### src/rtl/sized_fifo_unpacker_if.sv
// Handshake bundle for the wide-to-narrow unpacker: upstream FIFO dequeue side
// and downstream FIFO enqueue side.
interface sized_fifo_unpacker_if #(
   parameter int in_width  = 32,
   parameter int out_width = 8
);
   logic [in_width-1:0]  IN_D;
   logic                 IN_EMPTY_N;
   logic                 IN_DEQ;
   logic [out_width-1:0] OUT_D;
   logic                 OUT_LAST;
   logic                 OUT_ENQ;
   logic                 OUT_FULL_N;

   modport master (
      output IN_D, IN_EMPTY_N, OUT_FULL_N,
      input  IN_DEQ, OUT_D, OUT_LAST, OUT_ENQ
   );

   modport slave (
      input  IN_D, IN_EMPTY_N, OUT_FULL_N,
      output IN_DEQ, OUT_D, OUT_LAST, OUT_ENQ
   );
endinterface

### src/rtl/sized_fifo_unpacker.sv
// Gearbox that drains wide FIFO words and re-enqueues them as narrow beats,
// LSB slice first, reloading the next word on the last beat with no bubble.
//
// state | meaning
// EMPTY | no word held; outputs gated off, dequeue whenever upstream has data
// HOLD  | word held in hold_q; beat_q selects the slice being offered
module sized_fifo_unpacker #(
   parameter int p1in_width  = 32,
   parameter int p2ratio     = 4,
   parameter int p3cnt_width = 2
) (
   input  logic                    CLK,
   input  logic                    RST_N,
   input  logic                    CLR,
   sized_fifo_unpacker_if.slave    bus
);
   localparam int out_width = p1in_width / p2ratio;

   localparam logic [0:0] ST_EMPTY = 1'b0;
   localparam logic [0:0] ST_HOLD  = 1'b1;

   localparam logic [p3cnt_width-1:0] beat_last = p3cnt_width'(p2ratio - 1);

   if (p2ratio < 2) begin : g_bad_ratio
      $fatal(1, "sized_fifo_unpacker: p2ratio must be >= 2");
   end
   if ((p1in_width % p2ratio) != 0) begin : g_bad_width
      $fatal(1, "sized_fifo_unpacker: p1in_width must be a multiple of p2ratio");
   end
   if ((2 ** p3cnt_width) < p2ratio) begin : g_bad_cnt
      $fatal(1, "sized_fifo_unpacker: p3cnt_width too narrow for p2ratio");
   end

   logic [p1in_width-1:0]  hold_q, hold_d;
   logic [0:0]             valid_q, valid_d;
   logic [p3cnt_width-1:0] beat_q, beat_d;

   logic                   out_enq;
   logic                   out_last;
   logic                   in_deq;
   logic                   take;
   logic [out_width-1:0]   out_d;

   // Reset also masks the strobes so no word is popped or beat pushed while
   // the block is being reset and would discard it.
   always_comb begin
      out_last = (valid_q == ST_HOLD) && (beat_q == beat_last);
      out_enq  = (valid_q == ST_HOLD) && bus.OUT_FULL_N && !CLR && RST_N;
      take     = out_enq && out_last;
      in_deq   = bus.IN_EMPTY_N && !CLR && RST_N && ((valid_q == ST_EMPTY) || take);
      out_d    = '0;
      if (valid_q == ST_HOLD) begin
         out_d = hold_q[int'(beat_q) * out_width +: out_width];
      end
   end

   always_comb begin
      hold_d  = hold_q;
      valid_d = valid_q;
      beat_d  = beat_q;
      if (CLR) begin
         valid_d = ST_EMPTY;
         beat_d  = '0;
      end else if (in_deq) begin
         hold_d  = bus.IN_D;
         valid_d = ST_HOLD;
         beat_d  = '0;
      end else if (take) begin
         valid_d = ST_EMPTY;
         beat_d  = '0;
      end else if (out_enq && !out_last) begin
         beat_d  = beat_q + 1'b1;
      end
   end

   always_ff @(posedge CLK) begin
      if (!RST_N) begin
         valid_q <= ST_EMPTY;
         beat_q  <= '0;
      end else begin
         valid_q <= valid_d;
         beat_q  <= beat_d;
      end
   end

   // Data holding register is deliberately left out of reset.
   always_ff @(posedge CLK) begin
      hold_q <= hold_d;
   end

   assign bus.IN_DEQ   = in_deq;
   assign bus.OUT_ENQ  = out_enq;
   assign bus.OUT_LAST = out_last;
   assign bus.OUT_D    = out_d;

   always_ff @(posedge CLK) begin
      if (RST_N) begin
         assert (!(in_deq && !bus.IN_EMPTY_N)) else $warning("Dequeuing from empty");
      end
   end
endmodule

### src/flat_wrapper.sv
// flat-port wrapper written by rule: the top's interface ports become plain ports
module sized_fifo_unpacker_flat 
#(
   parameter int p1in_width  = 32,
   parameter int p2ratio     = 4,
   parameter int p3cnt_width = 2
)
  (CLK, RST_N, CLR, bus_IN_D, bus_IN_EMPTY_N, bus_OUT_FULL_N, bus_IN_DEQ, bus_OUT_D, bus_OUT_LAST, bus_OUT_ENQ);
  sized_fifo_unpacker_if #(.in_width(32), .out_width(8)) bus_i ();
  input  logic CLK;
  input  logic RST_N;
  input  logic CLR;
  input wire logic [$bits(bus_i.IN_D)-1:0] bus_IN_D;
  input wire logic [$bits(bus_i.IN_EMPTY_N)-1:0] bus_IN_EMPTY_N;
  input wire logic [$bits(bus_i.OUT_FULL_N)-1:0] bus_OUT_FULL_N;
  output wire logic [$bits(bus_i.IN_DEQ)-1:0] bus_IN_DEQ;
  output wire logic [$bits(bus_i.OUT_D)-1:0] bus_OUT_D;
  output wire logic [$bits(bus_i.OUT_LAST)-1:0] bus_OUT_LAST;
  output wire logic [$bits(bus_i.OUT_ENQ)-1:0] bus_OUT_ENQ;
  assign bus_i.IN_D = bus_IN_D;
  assign bus_i.IN_EMPTY_N = bus_IN_EMPTY_N;
  assign bus_i.OUT_FULL_N = bus_OUT_FULL_N;
  assign bus_IN_DEQ = bus_i.IN_DEQ;
  assign bus_OUT_D = bus_i.OUT_D;
  assign bus_OUT_LAST = bus_i.OUT_LAST;
  assign bus_OUT_ENQ = bus_i.OUT_ENQ;
  sized_fifo_unpacker #(.p1in_width(p1in_width), .p2ratio(p2ratio), .p3cnt_width(p3cnt_width)) u_core (.CLK(CLK), .RST_N(RST_N), .CLR(CLR), .bus(bus_i));
endmodule
### config.mk
export PLATFORM = sky130hd
export DESIGN_NAME = sized_fifo_unpacker_flat
export DESIGN_NICKNAME = d
export VERILOG_FILES = /design/src/rtl/sized_fifo_unpacker_if.sv /design/src/rtl/sized_fifo_unpacker.sv /design/src/flat_wrapper.sv
export SDC_FILE = /design/constraint.sdc
export NUM_CORES = 1
export LEC_CHECK = 0
export CAP_MARGIN = 30
export CORE_MARGIN = 3
export CORE_UTILIZATION = 44
export DETAILED_ROUTE_END_ITERATION = 10
export PLACE_DENSITY = 0.78
export SLEW_MARGIN = 20
export SYNTH_ARGS = -nofsm -noshare
export SYNTH_HDL_FRONTEND = slang
export SYNTH_SLANG_ARGS = --single-unit
### constraint.sdc
create_clock -name CLK -period 3.7 [get_ports CLK]
set_input_delay 0.74 -clock CLK [delete_from_list [all_inputs] [get_ports CLK]]
set_output_delay 0.74 -clock CLK [all_outputs]
set_load 0.02 [all_outputs]
==> flow_summary.html <==
<table>
<tr><th>Metric</th><th>Value</th></tr>
<tr><th colspan="2">Status</th></tr>
<tr><td>Run status</td><td>finished clean</td></tr>
<tr><th colspan="2">Yosys</th></tr>
<tr><td>Area fraction in compound gates after synthesis</td><td>0.0291</td></tr>
<tr><td>Post-Synthesis Cells</td><td>72</td></tr>
<tr><td>Post-synth cell types</td><td>19</td></tr>
<tr><td>Top cells by area, synth</td><td>sky130_fd_sc_hd__edfxtp_1, sky130_fd_sc_hd__mux4_2, sky130_fd_sc_hd__dfxtp_1</td></tr>
<tr><td>Netlist area before placement</td><td>1380 µm²</td></tr>
<tr><td>Adder-cell share of the synthesized area</td><td>0.00908</td></tr>
<tr><td>Sequential element share of the synthesized area</td><td>0.741</td></tr>
<tr><td>Mean Syn Cell Area</td><td>19.1 µm²</td></tr>
<tr><td>Number of warnings printed during yosys synthesis</td><td>0</td></tr>
<tr><td>Xor/xnor cell area share of the yosys netlist</td><td>0</td></tr>
<tr><td>Number of nets produced by synthesis</td><td>110</td></tr>
<tr><td>Basic-gate share of the synthesized area counting and, or, nand and nor cells</td><td>0.0727</td></tr>
<tr><td>Largest family of logic cells by synthesized area</td><td>multiplexers</td></tr>
<tr><td>Yosys top cell area share</td><td>0.698</td></tr>
<tr><td>Leading area contributor after synthesis</td><td>sky130_fd_sc_hd__edfxtp_1</td></tr>
<tr><td>Post-synthesis sequential element count</td><td>35</td></tr>
<tr><td>Share of synthesized area spent on multiplexers</td><td>0.131</td></tr>
<tr><th colspan="2">Timing</th></tr>
<tr><td>Setup repair after global routing missed its margin</td><td>false</td></tr>
<tr><td>Clock period minus worst slack</td><td>3.13 ns</td></tr>
<tr><td>Highest attainable clock frequency</td><td>319 MHz</td></tr>
<tr><td>Worst slew pin tran</td><td>0.640 ns</td></tr>
<tr><td>Final worst slack</td><td>0.567 ns</td></tr>
<tr><td>Fin Clk Skew</td><td>0.00807 ns</td></tr>
<tr><td>Setup violators final</td><td>0</td></tr>
<tr><td>Number of hold violations in the final report</td><td>0</td></tr>
<tr><td>Max-slew violation count</td><td>0</td></tr>
<tr><td>Fin Setup TNS</td><td>0 ns</td></tr>
<tr><td>Crit share post-route</td><td>0.847</td></tr>
<tr><td>Remaining max-slew budget at the tightest pin</td><td>0.573</td></tr>
<tr><th colspan="2">GRT</th></tr>
<tr><td>Number of global-route vias before repair</td><td>867</td></tr>
<tr><td>Global route total overflow</td><td>0</td></tr>
<tr><td>Wire length of the first global-routing pass</td><td>3.67 mm</td></tr>
<tr><td>Initial antenna violation count</td><td>0</td></tr>
<tr><td>Pin count of the biggest net entering global routing</td><td>33</td></tr>
<tr><td>Global-route total usage across every layer</td><td>0.143</td></tr>
<tr><th colspan="2">Clocking</th></tr>
<tr><td>Buffer type at the clock tree root</td><td>sky130_fd_sc_hd__clkbuf_4</td></tr>
<tr><td>Setup repair bufs after CTS</td><td>0</td></tr>
<tr><td>Clock latency on the worst-skew pair</td><td>0.33 ns</td></tr>
<tr><td>Post-cts sizing count</td><td>0</td></tr>
<tr><td>Number of buffers inserted by hold repair at cts</td><td>0</td></tr>
<tr><td>CTS tree</td><td>done</td></tr>
<tr><td>Worst-case clock buffer depth</td><td>2</td></tr>
<tr><td>H-tree lvl count</td><td>2</td></tr>
<tr><td>Inserted Clock Buffers</td><td>5</td></tr>
<tr><td>Clock-pin slew on the worst setup and hold paths</td><td>0.09 ns</td></tr>
<tr><td># clock sinks</td><td>35</td></tr>
<tr><th colspan="2">Power</th></tr>
<tr><td>Leakage power</td><td>0.640 nW</td></tr>
<tr><td>Ratio of total power to cell area</td><td>360 nW/µm²</td></tr>
<tr><td>Largest vdd supply drop</td><td>0.268 mV</td></tr>
<tr><th colspan="2">Cells and area</th></tr>
<tr><td>Final core utilization</td><td>0.675</td></tr>
<tr><td>Combined flip-flop and latch cell area</td><td>1020 µm²</td></tr>
<tr><td>Area delta synth-&gt;final</td><td>40.9%</td></tr>
<tr><td>Nets@finish</td><td>162</td></tr>
<tr><td>Area used by multi-input combinational logic</td><td>335 µm²</td></tr>
<tr><td>Top library cells by usage in the layout, fill and taps aside</td><td>sky130_fd_sc_hd__clkdlybuf4s50_1, sky130_fd_sc_hd__edfxtp_1, sky130_fd_sc_hd__and2_1, sky130_fd_sc_hd__mux4_2, sky130_fd_sc_hd__clkbuf_4</td></tr>
<tr><td>Commonest non-fill, non-tap cell in the layout</td><td>sky130_fd_sc_hd__clkdlybuf4s50_1</td></tr>
<tr><td>Proportion of layout cells with a drive suffix above 1</td><td>0.128</td></tr>
<tr><td>N_diodes</td><td>0</td></tr>
<tr><td>Summed area of non-filler cells in the final layout</td><td>1940 µm²</td></tr>
<tr><td>Filler cells</td><td>217</td></tr>
<tr><th colspan="2">Worst setup path</th></tr>
<tr><td>Endpoint arrival time on the critical path</td><td>2.39 ns</td></tr>
<tr><td>Classification of the worst setup path</td><td>flop to output pin</td></tr>
<tr><td>Cell chain of the critical path</td><td>ha_1 &gt; a21boi_0 &gt; nor2_1 &gt; clkdlybuf4s50_1</td></tr>
<tr><td>Largest stage delay on the critical path</td><td>0.74 ns</td></tr>
<tr><td>Crit path max-delay cell type</td><td>sky130_fd_sc_hd__dfxtp_1</td></tr>
<tr><td>Delay-heaviest family, CP</td><td>flip-flops</td></tr>
<tr><td>WP depth</td><td>4</td></tr>
<tr><td>Critical path fanouts, max</td><td>11</td></tr>
<tr><td>Worst Reg-to-Reg Cells</td><td>4</td></tr>
<tr><td>Startpoint type of the worst setup path</td><td>flop</td></tr>
<tr><td>Type of element capturing the critical path</td><td>output pin</td></tr>
<tr><td>Data required, critical path</td><td>2.96 ns</td></tr>
<tr><td>Buf/Inv on CP</td><td>1</td></tr>
<tr><th colspan="2">Floorplanning</th></tr>
<tr><td>Initial standard-cell utilization of the core</td><td>0.479</td></tr>
<tr><td>Die Ht</td><td>62.0 µm</td></tr>
<tr><td>Floorplan row count</td><td>19</td></tr>
<tr><td>Ports</td><td>48</td></tr>
<tr><td>DIE WIDTH</td><td>62.0 µm</td></tr>
<tr><td>CORE AREA</td><td>2880 µm²</td></tr>
<tr><td>Area of the die</td><td>3840 µm²</td></tr>
<tr><th colspan="2">Place</th></tr>
<tr><td>Routability-driven placement congestion ratio</td><td>0.667</td></tr>
<tr><td>Pre-CTS worst setup slack</td><td>0.685 ns</td></tr>
<tr><td>Placed Instance Area</td><td>1890 µm²</td></tr>
<tr><td>Total of buffers placed on input and output ports</td><td>47</td></tr>
<tr><th colspan="2">Detailed routing</th></tr>
<tr><td>Count of nets left with antenna violations after detail routing</td><td>0</td></tr>
<tr><td>DR DRC count</td><td>0</td></tr>
<tr><td>Wire length reported by the detailed router</td><td>2.52 mm</td></tr>
<tr><td>Post-detailed-route wirelength per cell</td><td>15.1 µm</td></tr>
<tr><td>Number of vias in the routed layout</td><td>835</td></tr>
<tr><td>Vias per cell</td><td>5.00</td></tr>
<tr><td>Detailed-routing iteration count for the pre-antenna-repair pass</td><td>4</td></tr>
<tr><td>First-iteration detailed-routing DRC count</td><td>38</td></tr>
<tr><th colspan="2">Flow run</th></tr>
<tr><td>Max-cap check violation count</td><td>0</td></tr>
<tr><th colspan="2">Hold path</th></tr>
<tr><td>Cell depth of the worst hold path</td><td>2</td></tr>
<tr><td>Worst min-delay path class</td><td>flop to flop</td></tr>
</table>
## stage by stage
stage | power (mW) | instances | hold slack (ns)
2_1_floorplan | 0.471 | 72 | 0.617
3_3_place_gp | 0.516 | 159 | 0.709
3_5_place_dp | 0.519 | 159 | 0.739
4_1_cts | 0.710 | 167 | 0.753
5_1_grt | 0.734 | 167 | 0.773
6_report | 0.698 | 167 | 0.754
## power breakdown
part / leakage [nW] / internal [mW] / switching (mW)
Clock: 0.0293 / 0.0740 / 0.115
Sequential: 0.317 / 0.443 / 0.00396
Combinational: 0.293 / 0.0437 / 0.0183
## cell type report
class                   instances  share of cell area
clock buffers                   7              0.0232
clock inverters                 1             0.00258
inverters                       1             0.00193
multi-input cells              33               0.173
flip-flops and latches         35               0.526
well taps                      42              0.0271
repair buffers                 48               0.246
## synthesized netlist by cell type
cell and count:
sky130_fd_sc_hd__a21boi_0 1, sky130_fd_sc_hd__a21oi_1 2, sky130_fd_sc_hd__and2_1 9, sky130_fd_sc_hd__buf_6 1, sky130_fd_sc_hd__clkbuf_1 1, sky130_fd_sc_hd__clkbuf_2 1
sky130_fd_sc_hd__dfxtp_1 3, sky130_fd_sc_hd__edfxtp_1 32, sky130_fd_sc_hd__ha_1 1, sky130_fd_sc_hd__inv_1 1, sky130_fd_sc_hd__mux4_2 8, sky130_fd_sc_hd__nand2_1 1
sky130_fd_sc_hd__nand3b_1 1, sky130_fd_sc_hd__nand4b_1 1, sky130_fd_sc_hd__nor2_1 3, sky130_fd_sc_hd__nor2b_1 1, sky130_fd_sc_hd__o21a_1 1, sky130_fd_sc_hd__o21ai_0 3
sky130_fd_sc_hd__or3_1 1
## registers in the layout, summed over array words and instances, names as in the netlist
register / cells
u_core.beat_q: 2
u_core.hold_q: 32
u_core.valid_q: 1
## cell families after synthesis
kind of cell | count (synthesis)
flops | 35
simple gates | 17
mux | 8
compound gates | 7
buf+inv | 4
fa+ha+maj | 1
## layer usage
| layer | GRT usage | up-vias | routed length [µm] |
|---|---|---|---|
| li1 | - | 387 | - |
| met1 | 0.141 | 403 | 872 |
| met2 | 0.246 | 38 | 1380 |
| met3 | 0.0455 | 7 | 204 |
| met4 | 0.109 | 0 | 63 |
| met5 | 0 | - | 0 |
## tightest hold or removal path: stages (launching register included)
cell and delay [ns]:
sky130_fd_sc_hd__dfxtp_1 0.46, sky130_fd_sc_hd__o21ai_0 0.16, sky130_fd_sc_hd__a21oi_1 0.09
## path summary, 6_finish.rpt
check	startpoint	endpoint	slack [ns]
setup reg to reg	u_core.beat_q[0]	u_core.hold_q[20]	1.53
setup / recovery	u_core.beat_q[0]	bus_IN_DEQ	0.57
hold / removal	u_core.beat_q[1]	u_core.beat_q[1]	0.75
hold reg to reg	u_core.beat_q[1]	u_core.beat_q[1]	0.75
No activity file was read; power rests on OpenSTA's default activity.
